--- config.mk ---
export PLATFORM = sky130hd
export DESIGN_NAME = uart_tx_arbiter_flat
export DESIGN_NICKNAME = d
export VERILOG_FILES = /design/src/rtl/uart_tx_arbiter_if.sv /design/src/rtl/uart_tx_arbiter.sv /design/src/flat_wrapper.sv
export SDC_FILE = /design/constraint.sdc
export NUM_CORES = 1
export LEC_CHECK = 0
export ABC_AREA = 1
export CAP_MARGIN = 15
export CORE_UTILIZATION = 50
export CTS_CLUSTER_DIAMETER = 150
export DETAILED_ROUTE_END_ITERATION = 7
export PLACE_DENSITY = 0.85
export SLEW_MARGIN = 20
export SYNTH_ARGS = -nofsm -noshare
export SYNTH_HDL_FRONTEND = slang
export SYNTH_SLANG_ARGS = --single-unit
--- constraint.sdc ---
create_clock -name clk -period 2.6 [get_ports clk]
set_input_delay 0.52 -clock clk [delete_from_list [all_inputs] [get_ports clk]]
set_output_delay 0.52 -clock clk [all_outputs]
set_load 0.01 [all_outputs]
--- src/rtl/uart_tx_arbiter_if.sv ---
// Requester-side bus of the UART transmit arbiter: one byte lane per requester
// plus the per-requester accept pulse.
interface uart_tx_arbiter_if #(
   parameter int unsigned NREQ = 4
);
   logic [NREQ-1:0]   req;
   logic [8*NREQ-1:0] req_data;
   logic [NREQ-1:0]   req_last;
   logic [NREQ-1:0]   ack;

   // Requesters drive bytes and see the accept pulse
   modport master (output req, output req_data, output req_last, input ack);

   // Arbiter samples bytes and returns the accept pulse
   modport slave  (input req, input req_data, input req_last, output ack);
endinterface

--- src/rtl/uart_tx_arbiter.sv ---
// uart_tx_arbiter: shares one UART transmitter between NREQ byte requesters.
// Round-robin per byte, one byte in flight, sequenced as
// IDLE -> ISSUE -> WAIT_BUSY -> WAIT_DONE -> IDLE. Keeps a 16-bit sent-byte
// counter and a sticky timeout flag for a transmitter that never goes busy.
// Optional feature: define UART_ARB_LOCK_EN to keep packets contiguous by
// locking the grant to a requester until it issues a byte with req_last=1.
// tx_wr and ack are the registered image of the ISSUE cycle, so they are
// visible one cycle after ISSUE, two cycles after the request is sampled.
module uart_tx_arbiter #(
   parameter int unsigned NREQ    = 4,
   parameter int unsigned IDW     = 2,
   parameter int unsigned BUSY_TO = 64
) (
   input  logic                 clk,
   input  logic                 resetb,
   uart_tx_arbiter_if.slave     bus,
   output logic [7:0]           tx_data,
   output logic                 tx_wr,
   input  logic                 tx_busy,
   output logic [IDW-1:0]       grant_id,
   output logic                 active,
   output logic                 to_err,
   output logic [15:0]          sent_cnt
);

   localparam int unsigned SW = (NREQ > 1) ? $clog2(NREQ) : 1;
   localparam int unsigned CW = 8;

`ifdef UART_ARB_LOCK_EN
   localparam bit LOCK_EN = 1'b1;
`else
   localparam bit LOCK_EN = 1'b0;
`endif

   typedef enum logic [1:0] {
      IDLE      = 2'd0,
      ISSUE     = 2'd1,
      WAIT_BUSY = 2'd2,
      WAIT_DONE = 2'd3
   } state_t;

   state_t            state;
   logic [IDW-1:0]    ptr;
   logic [CW-1:0]     to_cnt;
   logic              last_q;
   logic              locked;
   logic [NREQ-1:0]   ack_q;

   logic [NREQ-1:0]   elig_c;
   logic              pick_vld_c;
   logic [IDW-1:0]    pick_id_c;
   logic [7:0]        pick_data_c;
   logic              pick_last_c;
   logic [SW-1:0]     j_c;
   logic              done_c;

   assign bus.ack = ack_q;

   // Byte completes when the transmitter drops busy after having raised it
   assign done_c = (state == WAIT_DONE) && !tx_busy;

   // Round-robin pick starting at ptr; a held lock narrows the field to one requester
   always_comb begin
      elig_c      = bus.req;
      pick_vld_c  = 1'b0;
      pick_id_c   = '0;
      pick_data_c = '0;
      pick_last_c = 1'b0;
      j_c         = '0;
      if (locked) begin
         elig_c = '0;
         elig_c[grant_id] = bus.req[grant_id];
      end
      for (int unsigned k = 0; k < NREQ; k++) begin
         j_c = SW'((32'(ptr) + k) % NREQ);
         if (!pick_vld_c && elig_c[j_c]) begin
            pick_vld_c  = 1'b1;
            pick_id_c   = IDW'(j_c);
            pick_data_c = 8'(bus.req_data >> (8 * int'(j_c)));
            pick_last_c = bus.req_last[j_c];
         end
      end
   end

   // Arbiter FSM with all outputs registered
   always_ff @(posedge clk or negedge resetb) begin
      if (!resetb) begin
         state    <= IDLE;
         ptr      <= '0;
         to_cnt   <= '0;
         last_q   <= 1'b0;
         locked   <= 1'b0;
         ack_q    <= '0;
         tx_data  <= '0;
         tx_wr    <= 1'b0;
         grant_id <= '0;
         active   <= 1'b0;
         to_err   <= 1'b0;
         sent_cnt <= '0;
      end else begin
         ack_q    <= '0;
         tx_wr    <= 1'b0;
         sent_cnt <= sent_cnt + 16'(done_c);
         case (state)
            IDLE: begin
               if (!tx_busy && pick_vld_c) begin
                  grant_id <= pick_id_c;
                  tx_data  <= pick_data_c;
                  last_q   <= pick_last_c;
                  active   <= 1'b1;
                  state    <= ISSUE;
               end
            end
            ISSUE: begin
               tx_wr  <= 1'b1;
               ack_q  <= NREQ'(1) << grant_id;
               ptr    <= (32'(grant_id) == NREQ - 1) ? '0 : grant_id + 1'b1;
               locked <= LOCK_EN && !last_q;
               to_cnt <= '0;
               state  <= WAIT_BUSY;
            end
            WAIT_BUSY: begin
               if (tx_busy) begin
                  state <= WAIT_DONE;
               end else if (to_cnt == CW'(BUSY_TO - 1)) begin
                  to_err <= 1'b1;
                  locked <= 1'b0;
                  active <= 1'b0;
                  state  <= IDLE;
               end else begin
                  to_cnt <= to_cnt + 1'b1;
               end
            end
            WAIT_DONE: begin
               if (!tx_busy) begin
                  active <= 1'b0;
                  state  <= IDLE;
               end
            end
            default: state <= IDLE;
         endcase
      end
   end

endmodule

--- src/flat_wrapper.sv ---
// flat-port wrapper written by rule: the top's interface ports become plain ports
module uart_tx_arbiter_flat 
#(
   parameter int unsigned NREQ    = 4,
   parameter int unsigned IDW     = 2,
   parameter int unsigned BUSY_TO = 64
)
  (clk, resetb, tx_data, tx_wr, tx_busy, grant_id, active, to_err, sent_cnt, bus_req, bus_req_data, bus_req_last, bus_ack);
  uart_tx_arbiter_if #(.NREQ(NREQ)) bus_i ();
  input  logic clk;
  input  logic resetb;
  output logic [7:0] tx_data;
  output logic tx_wr;
  input  logic tx_busy;
  output logic [IDW-1:0] grant_id;
  output logic active;
  output logic to_err;
  output logic [15:0] sent_cnt;
  input wire logic [$bits(bus_i.req)-1:0] bus_req;
  input wire logic [$bits(bus_i.req_data)-1:0] bus_req_data;
  input wire logic [$bits(bus_i.req_last)-1:0] bus_req_last;
  output wire logic [$bits(bus_i.ack)-1:0] bus_ack;
  assign bus_i.req = bus_req;
  assign bus_i.req_data = bus_req_data;
  assign bus_i.req_last = bus_req_last;
  assign bus_ack = bus_i.ack;
  uart_tx_arbiter #(.NREQ(NREQ), .IDW(IDW), .BUSY_TO(BUSY_TO)) u_core (.clk(clk), .resetb(resetb), .bus(bus_i), .tx_data(tx_data), .tx_wr(tx_wr), .tx_busy(tx_busy), .grant_id(grant_id), .active(active), .to_err(to_err), .sent_cnt(sent_cnt));
endmodule
After elaboration in Yosys (flattened, before gate mapping)
Index checks and enable logic that the tools add are counted.
{"block": "word_totals", "register_bits": 46, "inputBits": 43, "word_cells": 102}
{"block": "classes", "n_addsub": 6, "order_cmp": 6, "n_reduce_logical": 19, "n_eq_ne": 11, "bitwise": 2, "shifts": 5, "muxes": 42}
{"operator": "32-bit by 5-bit >> shifter with 8-bit output", "n": 4}
{"operator": "8-bit 2-to-1 mux", "n": 6}
{"operator": "2-bit 2-to-1 mux", "n": 9}
{"operator": "16-bit by 1-bit adder with 16-bit output", "n": 1}
{"operator": "8-bit case mux with 2 select lines", "n": 1}
{"operator": "2-bit by 3-bit < comparator with 1-bit output (second input constant)", "n": 5}
{"operator": "1-bit 2-to-1 mux", "n": 15}
{"operator": "3-bit AND reduction", "n": 4}
{"operator": "1-bit binary-select mux with 2-bit select", "n": 5}
{"operator": "8-bit by 1-bit adder with 8-bit output (second input constant)", "n": 1}
{"operator": "8-bit by 6-bit == test with 1-bit output (second input constant)", "n": 1}
{"operator": "4-bit 2-to-1 mux", "n": 2}
{"operator": "2-bit case mux with 4 select lines", "n": 1}
{"operator": "2-bit == test (second input constant)", "n": 3}
{"operator": "1-bit logical AND", "n": 6}
{"operator": "2-bit inequality test (second input constant)", "n": 3}
{"operator": "5-bit AND reduction", "n": 1}
{"operator": "2-bit by 1-bit adder with 2-bit output (second input constant)", "n": 2}
{"operator": "2-bit adder (second input constant)", "n": 2}
{"operator": "4-bit AND", "n": 1}
{"operator": "1-bit zero test", "n": 4}
{"operator": "2-bit by 1-bit inequality test with 1-bit output (second input constant)", "n": 2}
{"operator": "1-bit by 2-bit left shift with 4-bit output (first input constant)", "n": 1}
{"operator": "3-bit by 2-bit inequality test with 1-bit output (second input constant)", "n": 1}
{"operator": "other kinds (10)", "n": 10}

Longest topological paths before layout
{"block": "depth", "word_depth": 21, "ltp_mapped": 13, "depth_no_buf": 12}

Worst setup path before layout
No wires, ideal clock.
{"block": "synth_path", "path_type": "input to register", "from": "in tx_busy", "to": "reg u_core.sent_cnt[14]", "path_buffers": 0, "t_arrival_ns": 2.026, "setup_slack_ns": 0.448, "required_time_ns": 2.475, "setup_ns": 0.125, "path_stages": 9, "cell_sequence": "nor3_1 ha_1 ha_1 nand3_1 nor2_1 nand3_1 nor3b_1 nand3_1 xnor2_1"}
{"block": "synth_via", "elab_chain_cells": 3}
{"element": "start, declared", "line_no": "flat_wrapper.sv:14", "text": "input logic tx_busy;"}
{"element": "1-bit zero test", "line_no": "uart_tx_arbiter.sv:60", "text": "assign done_c = (state == WAIT_DONE) && !tx_busy;"}
{"element": "1-bit logical AND", "line_no": "uart_tx_arbiter.sv:60"}
{"element": "16-bit by 1-bit adder with 16-bit output", "line_no": "uart_tx_arbiter.sv:103", "text": "sent_cnt <= sent_cnt + 16'(done_c);"}
{"element": "end signal, assigned", "line_no": "uart_tx_arbiter.sv:103"}
{"element": "end, declared", "line_no": "uart_tx_arbiter.sv:23", "text": "output logic [15:0] sent_cnt"}
Every way passes these cells.
A chain may end at the register's enable or synchronous reset.

Worst setup path in the final report
Ends and elaborated chain as after synthesis.

==> results.sh <==
export IMPL_outcome="completed"
export IMPL_worstPathRequired_ns=2.78
export IMPL_hold_class="input port to async pin"
export IMPL_worstPathCellList="clkdlybuf4s50_1 -> nor3_1 -> ha_1 -> ha_1 -> nand3_1 -> nor2_1 -> nand3_1 -> nor3b_1 -> nand3_1 -> xnor2_1"
export IMPL_portBuffers=71
export IMPL_antenna_cells=0
export IMPL_ant_nets=0
export IMPL_ios=76
export IMPL_fill_cells=537
export IMPL_synthDistinctLibCells=31
export IMPL_synth_nets=528
export IMPL_cts_buffers_inserted=5
export IMPL_ir_drop_v=0.000917
export IMPL_coreArea_mm2=0.00631
export IMPL_yosysWarnings=0
export IMPL_rsz0062_at_grt="false"
export IMPL_cts_sinks=45
export IMPL_synth_top_cells_by_count="nand2_1, dfrtp_1, o21ai_0"
export IMPL_stdcell_count=625
export IMPL_synth_area_top_cells="dfrtp_1, nand2_1, o21ai_0"
export IMPL_relSlewSlack_pct=63.6
export IMPL_crit_path_end_kind="register"
export IMPL_startpoint_type="input port"
export IMPL_syn_area_mm2=0.00326
export IMPL_synth_top_cell_area_share_pct=34.6
export IMPL_critPathKind="input port to register"
export IMPL_powerDensity_mw_per_mm2=1020
export IMPL_die_h_um=82.7
export IMPL_seqCellArea_mm2=0.00113
export IMPL_clk_pin_slew_ns=0.08
export IMPL_skew_ns=0.00429
export IMPL_arrival_ns=2.47
export IMPL_dieArea_mm2=0.00684
export IMPL_max_freq_mhz=438
export IMPL_post_route_period_util_pct=87.8
export IMPL_postCtsResizedCells=0
export IMPL_via_per_inst=5.37
export IMPL_finalInstanceArea_mm2=0.00413
export IMPL_placed_cells=618
export IMPL_tightest_slew_ns=0.547
export IMPL_critPathMaxFanout=2
export IMPL_drt_iter0_markers=241
export IMPL_hold_viol=0
export IMPL_initial_core_util_pct=51.6
export IMPL_critPathSlowestCell="clkdlybuf4s50_1"
export IMPL_gp_congestion=0.804
export IMPL_grt_pass1_wl_um=12900
export IMPL_postLayoutCoreUtil_pct=65.3
export IMPL_synth_edf_count=0
export IMPL_period_needed_ns=2.28
export IMPL_root_buffer="clkbuf_8"
export IMPL_cts_tree="built"
export IMPL_synthCells=478
export IMPL_dr_pass1_iters=6
export IMPL_multiInputGateArea_mm2=0.00185
export IMPL_cts_path_max_buffers=2
export IMPL_crit_start="tx_busy"
export IMPL_cts_htree_levels=2
export IMPL_place_hpwl_um=5780
export IMPL_hold_buffers=0
export IMPL_fin_nets=598
export IMPL_synth_seq_cells=45
export IMPL_ys_flop_type="dfrtp_1"
export IMPL_dieWidth_um=82.7
export IMPL_antenna_found_initial=0
export IMPL_setup_viol_count_final=0
export IMPL_cpMostUsedCell="nand3_1"
export IMPL_grt_usage_pct=24.3
export IMPL_yosys_cell_count_top_type="nand2_1"
export IMPL_cts_setup_buffers=0
export IMPL_grt_max_degree=65
export IMPL_drc=0
export IMPL_areaGrowthSynthToFinish_pct=26.7
export IMPL_avgSynthCellArea_um2=6.81
export IMPL_drt_total_wl_um=7790
export IMPL_seq_area_frac_synth_pct=34.6
export IMPL_async_flop_share_pct=100
export IMPL_row_count=29
export IMPL_rr_startpoint="u_core.ptr[1]"
export IMPL_power_leakage_nw=2.07
export IMPL_grt_remaining_overflow=0
export IMPL_cp_slowest_stage_delay_ns=0.43
export IMPL_dpl_cell_area_mm2=0.00402
export IMPL_final_layout_size_suffix_gt1_share_pct=5.66
export IMPL_grt_pass1_vias=2999
export IMPL_yosysTopAreaCell="dfrtp_1"
export IMPL_drv_cap=0
export IMPL_vias=3358
export IMPL_hold_ws_ns=0.207
export IMPL_wl_per_cell_um=12.5
export IMPL_drv_slew=0
export IMPL_insertion_delay_ns=0.29
flip-flops by register name, summed over array words and instances, names as in the netlist:
register and count:
u_core.tx_data 8, u_core.grant_id 2, u_core.active 1, u_core.state 2, u_core.sent_cnt 16, u_core.tx_wr 1
u_core.bus.ack 4, u_core.ptr 2, u_core.to_err 1, u_core.to_cnt 8
where the power goes:
part / total [W] / switching (W) / internal, W / leakage, nW
Clock: 0.000509 / 0.000230 / 0.000280 / 0.0540
Sequential: 0.00106 / 0.000180 / 0.000879 / 0.592
Combinational: 0.00265 / 0.00165 / 0.00101 / 1.43
Total: 0.00422 / 0.00206 / 0.00216 / 2.07
kinds of logic after synthesis:
| kind of cell | after synthesis | synth area share (%) |
|---|---|---|
| multiplexers | 16 | 4.92 |
| flip-flops | 45 | 34.6 |
| buffers and inverters | 62 | 8.72 |
| adder cells (fa/ha/maj) | 7 | 2.69 |
| XOR/XNOR | 16 | 4.30 |
| AND/OR/NAND/NOR | 281 | 36.2 |
| AO/OA/AOI/OAI | 51 | 8.57 |
layout make-up:
class	count	share of cell area [%]
timing repair buffer	82	19.2
clock buffer	5	1.67
inverter	43	3.91
sequential	45	27.3
multi-input combinational	371	44.7
tap	77	2.34
clock inverter	2	0.849
worst paths after layout:
kind                       slack (ns)                   to  depth (start not counted)
setup / recovery                 0.32  u_core.sent_cnt[14]                         10
hold / removal                   0.21    u_core.bus.ack[1]                          1
setup reg to reg                 0.38    u_core.tx_data[7]                         12
hold reg to reg                  0.50  u_core.sent_cnt[15]                          1
max in group asynchronous        2.00        u_core.ptr[0]                          1
min in group clk                 0.50  u_core.sent_cnt[15]                          1
per-layer routing:
| metal | wire [um] | up-vias | track usage, % |
|---|---|---|---|
| met5 | 0 | - | 0 |
| met4 | 197 | 0 | 8.28 |
| met3 | 561 | 28 | 4.73 |
| met2 | 3740 | 146 | 41.0 |
| met1 | 3290 | 1517 | 31.0 |
| li1 | - | 1667 | - |
placed cells by master (no fill, tap or decap), types with 3 or more instances in the layout:
cell               n
a21oi_1            4
buf_4             12
clkbuf_8           5
clkdlybuf4s50_1   70
dfrtp_1           44
ha_1               7
inv_1             38
inv_2              4
mux2i_1           16
nand2_1          191
nand2_2            3
nand3_1           38
nand3b_1           8
nand4_1            9
nor2_1            25
nor3_1             3
o21ai_0           40
xnor2_1            6
xor2_1            10
worst max-delay path, delay by kind of cell:
kind / cells / cell delay, ns
adders and majority gates: 2 / 0.38
buffers and inverters: 1 / 0.43
xor gates and xnor gates: 1 / 0.14
and+or+nand+nor: 6 / 1.00
metrics by stage:
step / total power [W] / worst slack (ns) / setup TNS, ns
floorplan: 0.00293 / 0.448 / 0
global placement: 0.00356 / 0.0694 / 0
detailed placement: 0.00366 / -0.00370 / -0.00370
CTS: 0.00418 / 0.293 / 0
global route: 0.00459 / 0.186 / 0
finish: 0.00422 / 0.317 / 0
(Power assumes the default switching activity.)
